**config.mk**
```make
export PLATFORM = sky130hd
export DESIGN_NAME = rr_reg_arbiter
export DESIGN_NICKNAME = d
export VERILOG_FILES = /design/src/rtl/rr_reg_arbiter.sv
export SDC_FILE = /design/constraint.sdc
export NUM_CORES = 1
export LEC_CHECK = 0
export CAP_MARGIN = 0
export CORE_MARGIN = 1
export CORE_UTILIZATION = 38
export CTS_CLUSTER_SIZE = 25
export DETAILED_ROUTE_END_ITERATION = 10
export HOLD_SLACK_MARGIN = 0.02
export PLACE_DENSITY = 0.88
export SYNTH_ARGS = -nofsm -noshare
export SYNTH_HDL_FRONTEND = slang
export SYNTH_SLANG_ARGS = --single-unit
```
**constraint.sdc**
```tcl
create_clock -name clk_i -period 5.3 [get_ports clk_i]
set_input_delay 1.06 -clock clk_i [delete_from_list [all_inputs] [get_ports clk_i]]
set_output_delay 1.06 -clock clk_i [all_outputs]
set_load 0.05 [all_outputs]
```
**src/rtl/rr_reg_arbiter.sv**
```systemverilog
`default_nettype none
// ============================================================================
// Module  : rr_reg_arbiter
// Brief   : Round-robin arbiter feeding one registered valid/ready output stage.
// Revision: 1.0
// ============================================================================
module rr_reg_arbiter #(
    parameter int NUM_REQ    = 4,
    parameter int DATA_WIDTH = 32,
    parameter int SRC_W      = (NUM_REQ > 1) ? $clog2(NUM_REQ) : 1
) (
    input  logic                          clk_i,
    input  logic                          rstn_i,
    input  logic [NUM_REQ-1:0]            req_valid_i,
    input  logic [NUM_REQ*DATA_WIDTH-1:0] req_data_i,
    output logic [NUM_REQ-1:0]            req_ready_o,
    output logic                          out_valid_o,
    output logic [DATA_WIDTH-1:0]         out_data_o,
    output logic [SRC_W-1:0]              out_src_o,
    input  logic                          out_ready_i
);

    typedef enum logic [0:0] {
        ST_EMPTY = 1'b0,
        ST_FULL  = 1'b1
    } state_t;

    state_t                  r_state;
    state_t                  w_state_next;
    logic [SRC_W-1:0]        r_ptr;
    logic [SRC_W-1:0]        r_src;
    logic [DATA_WIDTH-1:0]   r_data;

    logic                    w_load_en;
    logic                    w_load;
    logic                    w_any;
    logic [SRC_W-1:0]        w_grant_idx;
    logic [NUM_REQ-1:0]      w_grant;
    logic [DATA_WIDTH-1:0]   w_req_data [NUM_REQ];

    // Requester index reached by stepping 'off' places from 'base', modulo NUM_REQ.
    function automatic logic [SRC_W-1:0] f_wrap(input logic [SRC_W-1:0] base, input int off);
        int v;
        v = int'(base) + off;
        if (v >= NUM_REQ) begin
            v = v - NUM_REQ;
        end
        return v[SRC_W-1:0];
    endfunction

    for (genvar gi = 0; gi < NUM_REQ; gi++) begin : g_unpack
        assign w_req_data[gi] = req_data_i[gi*DATA_WIDTH +: DATA_WIDTH];
    end

    // First valid requester at or after the pointer wins.
    always_comb begin
        w_any       = 1'b0;
        w_grant_idx = '0;
        for (int k = 0; k < NUM_REQ; k++) begin
            if (!w_any && req_valid_i[f_wrap(r_ptr, k)]) begin
                w_any       = 1'b1;
                w_grant_idx = f_wrap(r_ptr, k);
            end
        end
        w_grant = w_any ? (NUM_REQ'(1) << w_grant_idx) : '0;
    end

    assign w_load_en   = (r_state == ST_EMPTY) | out_ready_i;
    assign w_load      = w_load_en & w_any;
    assign req_ready_o = (rstn_i & w_load_en) ? w_grant : '0;

    always_comb begin
        w_state_next = r_state;
        case (r_state)
            ST_EMPTY: begin
                if (w_load) begin
                    w_state_next = ST_FULL;
                end
            end
            ST_FULL: begin
                if (w_load) begin
                    w_state_next = ST_FULL;
                end else if (out_ready_i) begin
                    w_state_next = ST_EMPTY;
                end
            end
            default: w_state_next = ST_EMPTY;
        endcase
    end

    always_ff @(posedge clk_i or negedge rstn_i) begin
        if (!rstn_i) begin
            r_state <= ST_EMPTY;
        end else begin
            r_state <= w_state_next;
        end
    end

    // Data/source hold across a drain; only a transfer rewrites them or moves the pointer.
    always_ff @(posedge clk_i or negedge rstn_i) begin
        if (!rstn_i) begin
            r_data <= '0;
            r_src  <= '0;
            r_ptr  <= '0;
        end else if (w_load) begin
            r_data <= w_req_data[w_grant_idx];
            r_src  <= w_grant_idx;
            r_ptr  <= f_wrap(w_grant_idx, 1);
        end
    end

    assign out_valid_o = (r_state == ST_FULL);
    assign out_data_o  = r_data;
    assign out_src_o   = r_src;

endmodule
`default_nettype wire
```
==> run metrics, run 1 <==
Hold Crit Depth 2; DRC viols 0; CTS tree built; Cell Area, Synth 2420 sq um; Layout Cells excl Fill 507; DR iter-0 viols 148; core box area 6030 sq um; met2 Use GR 0.492; GPL Wtd Cong 0.866; Mapped Cells 268; initial antenna violation count 0; # nets final 567; pre-CTS setup slack 0.927 ns; Crit. End Element output pin; setup TNS 0 ns; Fill cells 482; IO buf count 173; ANT nets after route 0; clock sinks 37; fin. max-slew vios 0; Max Clock Freq 0.227 GHz; hpwl dp 6780 microns; Top delay family on crit path buffers and inverters; clock skew 0.00671 ns; Die Ht 81.7 microns; first-pass GRT wire length 13900 microns; # Max-Cap Violations 0; CP most frequent cell clkdlybuf4s50_1; detail-routed net length per standard cell 18.1 microns; met1 Resource Use GR 0.311; setup slack after layout 0.893 ns; routed wire length 9180 microns; #FFs+latches synth 37; final hold vios 0; status finished, final reports clean; Mean Syn Cell Area 9.02 sq um; commonest non-fill, non-tap cells in the layout clkdlybuf4s50_1 (172), dfrtp_1 (37), nor2_1 (34), o21ai_0 (34); die width 81.7 microns; pin count of the biggest net entering global routing 65; I/O pin cnt 174; worst path bufs/invs 2; CP required 4.24 ns; vias in the first global route 2929; Synth area leaders dfrtp_1 (38%), mux2i_1 (13%), a221oi_1 (11%); Final Power 1.43 mW; register clock-pin slew on the reported worst setup and hold paths 0.07 ns; WP data arrival 3.35 ns; slew at the pin with the worst max-slew slack 1.18 ns; grt total ovfl 0; FP Rows 28; Hold Buf Count CTS 0; Post-Syn Nets 403; post-CTS setup buffers 0; Distinct cells, synth 31; sequential share of the synthesized area 0.383; commonest non-fill, non-tap cell in the layout clkdlybuf4s50_1; flop-to-flop setup slack 2.71 ns; Final Setup Violations 0; antenna cells 0; area of the multi-input gates 1380 sq um; H-tree Lvls 2; starting density of the core 0.401; Worst Min Path Start out_src_o[1]; CP max stage cell clkdlybuf4s50_1; Design Area, Final 4280 sq um; cell area power density 333 nW/um^2; maximum VDD drop 0.000172 V; YS warnings 0; FF-to-FF path depth 5; worst-path cell chain clkdlybuf4s50_1 -> or2_1 -> nor3_1 -> a21oi_4 -> and3_1 -> clkdlybuf4s50_1; DR pass1 iterations 4; CTS buffer count 5; clock buffer depth 2; DP Cell Count 500; worst flop-to-flop path startpoint r_ptr[1]; met3 usage 0.0556; Vias/cell 5.83; crit path launch type primary input; Worst Setup Path Type in2out; Final period util 0.832; DP Area 4190 sq um; Tot GR Track Use 0.276; WHS Endpoint out_src_o[1]; vias 2954; Largest stage delay, worst path 0.71 ns; worst min path class reg2reg; Worst slew margin 0.207; leading area contributor after synthesis dfrtp_1; Static Leak 1.67 nW; Seq. cell area 926 sq um; worst reg2reg endpoint out_data_o[27]; worst-path fanout max 8; Die ar. 6680 sq um; top cell type's share of synthesized area 0.383; busiest grt layer met2; clk root buf clkbuf_8; Period minus WS final 4.41 ns; synthesis-to-layout area growth 77.1%; proportion of layout cells with a drive suffix above 1 0.0486; RSZ-0062 raised after global routing false; count of cells resized by post-cts repair 0; clock latency at the later pin of the worst-skew pair 0.28 ns
[cells by family (layout without fill, tap and decap cells)]
logic type / Yosys count / in the layout / synth area share
AOI/OAI and AO/OA: 111 / 111 / 0.317
buffers and inverters: 26 / 190 / 0.0533
DFF: 37 / 37 / 0.383
muxes: 32 / 32 / 0.133
and+or+nand+nor: 62 / 62 / 0.114
[sequential cells by signal, indices dropped and copies added (netlist names)]
register,flops
out_data_o,32
r_ptr,2
out_valid_o,1
out_src_o,2
[cell usage after synthesis (all sizes together)]
library cell   n
a21oi          3
o211a          1
o21bai         1
nor3           1
and3           6
a221oi        32
nor2b          3
nand2b         3
or2            1
dfrtp         37
or3            1
o22ai         33
nand3          1
mux2i         32
a21o           1
o211ai         1
a31oi          1
a21boi         1
buf           10
nand2         12
inv            2
o21ai         34
clkbuf        14
o21a           1
o31ai          1
o31a           1
nor2          34
[power by group]
group | internal [mW] | switching, mW | leakage (nW) | total [mW]
registers | 0.352 | 0.0583 | 0.414 | 0.410
logic | 0.333 | 0.483 | 1.21 | 0.816
clock network | 0.103 | 0.0975 | 0.0443 | 0.201
total | 0.788 | 0.639 | 1.67 | 1.43
[stage by stage]
step / utilization / hold slack [ns]
floorplan: - / 0.552
global placement: 0.696 / 0.463
detailed placement: 0.696 / 0.470
CTS: 0.710 / 0.487
global route: 0.710 / 0.518
finish: 0.710 / 0.491
[worst max-delay path by stage]
stage	from	to	slack, ns	cells after the start
2_1_floorplan	req_valid_i[0]	req_ready_o[0]	1.81	5
3_3_place_gp	req_valid_i[3]	req_ready_o[2]	0.97	6
3_5_place_dp	req_valid_i[3]	req_ready_o[2]	0.93	6
4_1_cts	req_valid_i[3]	req_ready_o[2]	0.92	6
5_1_grt	req_valid_i[3]	req_ready_o[2]	0.76	6
6_report	req_valid_i[3]	req_ready_o[2]	0.89	6
[tightest hold or removal path, cell delays in order (launching register included)]
cell and delay (ns):
dfrtp_1 0.34, nand2_1 0.05, o21ai_0 0.06
[area by class of cell]
cell class                 count  share of cell area
tap                           75              0.0219
timing repair buffer         181               0.418
clock buffer                   7              0.0202
sequential                    37               0.216
inverter                       2             0.00175
multi-input combinational    205               0.322
[metal layers]
layer | part of all wire | vias to the layer above
li1 | - | 1363
met1 | 0.38 | 1432
met2 | 0.51 | 133
met3 | 0.070 | 26
met4 | 0.031 | 0
met5 | 0 | -
Power figures use the tool's default switching activity.
==> run 2, diff against run 1 <==
CORE_UTILIZATION = 32   (was 38)
PLACE_DENSITY = 0.79   (was 0.88)
clock period = 3.74 ns   (was 5.3 ns; I/O delays follow)
==> run 2 against run 1 <==
Compared with the run above: combinational power up 42%; flip-flop and latch count unchanged; worst setup slack worse by 0.47 ns; clock power up 79%; via count down 3.7%; die area up 18%; design area up 3.0%; non-clock buffer count up 2; sequential power up 41%; critical path type unchanged; largest cell class unchanged; largest power group unchanged.
==> run metrics, run 2 (same netlist as run 1, synthesis figures left out) <==
Die ar. 7900 sq um; I/O pin cnt 174; grt total ovfl 0; detail-routed net length per standard cell 17.1 microns; vias in the first global route 2883; IO buf count 173; cell area power density 478 nW/um^2; DP Area 4290 sq um; H-tree Lvls 2; Die Ht 88.9 microns; utilization after layout 0.604; Final Setup Violations 0; hpwl dp 6810 microns; WP data arrival 2.57 ns; maximum VDD drop 0.000203 V; die width 88.9 microns; max FFs per register 32; RSZ-0062 raised after global routing false; Max Clock Freq 0.302 GHz; CTS tree built; antenna cells 0; worst path bufs/invs 2; clock skew 0.00909 ns; # nets final 569; Tot GR Track Use 0.240; # Max-Cap Violations 0; Comb power frac 0.554; ANT nets after route 0; CP max stage cell clkdlybuf4s50_1; synthesis-to-layout area growth 82.3%; CP required 2.99 ns; clk root buf clkbuf_8; Design Area, Final 4410 sq um; Worst Setup Path Type in2out; flop-to-flop setup slack 1.66 ns; routed wire length 9130 microns; first-pass GRT wire length 14200 microns; worst min path class in2async; Final period util 0.886; DR iter-0 viols 102; clock sinks 37; CTS buffer count 5; Crit. End Element output pin; final hold vios 0; setup TNS 0 ns; register clock-pin slew on the reported worst setup and hold paths 0.08 ns; slew at the pin with the worst max-slew slack 0.688 ns; initial antenna violation count 0; proportion of layout cells with a drive suffix above 1 0.0644; pin count of the biggest net entering global routing 60; P_sw 905 uW; commonest non-fill, non-tap cells in the layout clkdlybuf4s50_1 (168), dfrtp_1 (37), nor2_1 (34), o21ai_0 (34); worst-path fanout max 13; Hold Buf Count CTS 0; Seq pwr share 0.276; starting density of the core 0.331; vias 2846; Vias/cell 5.33; Largest stage delay, worst path 0.53 ns; clock latency at the later pin of the worst-skew pair 0.29 ns; clock buffer depth 2; Top delay family on crit path simple AND/OR/NAND/NOR gates; post-CTS setup buffers 0; DRC viols 0; crit path launch type primary input; core box area 7290 sq um; fin. max-slew vios 0; sw frac 0.430; Static Leak 1.72 nW; Internal 1.20 mW; Worst slew margin 0.541; FP Rows 31; Clk pwr share 0.171; GPL Wtd Cong 0.791; DR pass1 iterations 4; commonest non-fill, non-tap cell in the layout clkdlybuf4s50_1; worst-path cell chain clkdlybuf4s50_1 -> or2_1 -> nor3_1 -> a21oi_4 -> and3_1 -> buf_12; count of cells resized by post-cts repair 0; Period minus WS final 3.31 ns; status finished, final reports clean
==> run 2: power groups by stage <==
stage	clock network, mW	registers [mW]	logic, mW
global route	0.389	0.595	1.23
detailed placement	0	0.584	1.17
floorplan	0	0.901	0.382
global placement	0	0.578	1.15
finish	0.359	0.580	1.16
CTS	0.368	0.579	1.17
==> run 2: cell type report <==
type                            count  area (sq um)
Tap cell                           99           124
Clock buffer                        7          86.3
Timing Repair Buffer              183          1850
Multi-Input combinational cell    205          1380
Fill cell                         660          2890
Clock inverter                      1          30.0
Inverter                            2          7.51
Sequential cell                    37           926
==> run 2: per-stage QoR <==
step | power [mW] | hold WS, ns | std cells | setup slack, ns
finish | 2.10 | 0.274 | 534 | 0.426
detailed placement | 1.75 | 0.478 | 526 | 0.451
floorplan | 1.28 | 0.452 | 268 | 0.874
global route | 2.22 | 0.252 | 534 | 0.281
global placement | 1.73 | 0.465 | 526 | 0.498
CTS | 2.12 | 0.266 | 534 | 0.429
==> run 2: routing by layer <==
metal / track usage / vias up / wire, microns
met3: 0.0563 / 14 / 527
met5: 0 / - / 0
met2: 0.430 / 115 / 4790
li1: - / 1367 / -
met4: 0.0777 / 0 / 156
met1: 0.282 / 1350 / 3660
==> run 2: final timing paths <==
| path | start | end | cells after the start |
|---|---|---|---|
| min | rstn_i | out_data_o[5] | 1 |
| max | req_valid_i[3] | req_ready_o[2] | 6 |
| max reg2reg | r_ptr[0] | out_data_o[1] | 6 |
| min in group clk_i | out_src_o[1] | out_src_o[1] | 2 |
| max in group asynchronous | rstn_i | out_data_o[18] | 2 |
| min reg2reg | out_src_o[1] | out_src_o[1] | 2 |
==> run 2: worst register-to-register path: cells and delay by family, from the launching register on <==
kind                   cells  cell delay [ns]
and+or+nand+nor            2             0.54
DFF                        1             0.47
buffers and inverters      1             0.35
muxes                      1             0.32
AOI/OAI and AO/OA          2             0.28
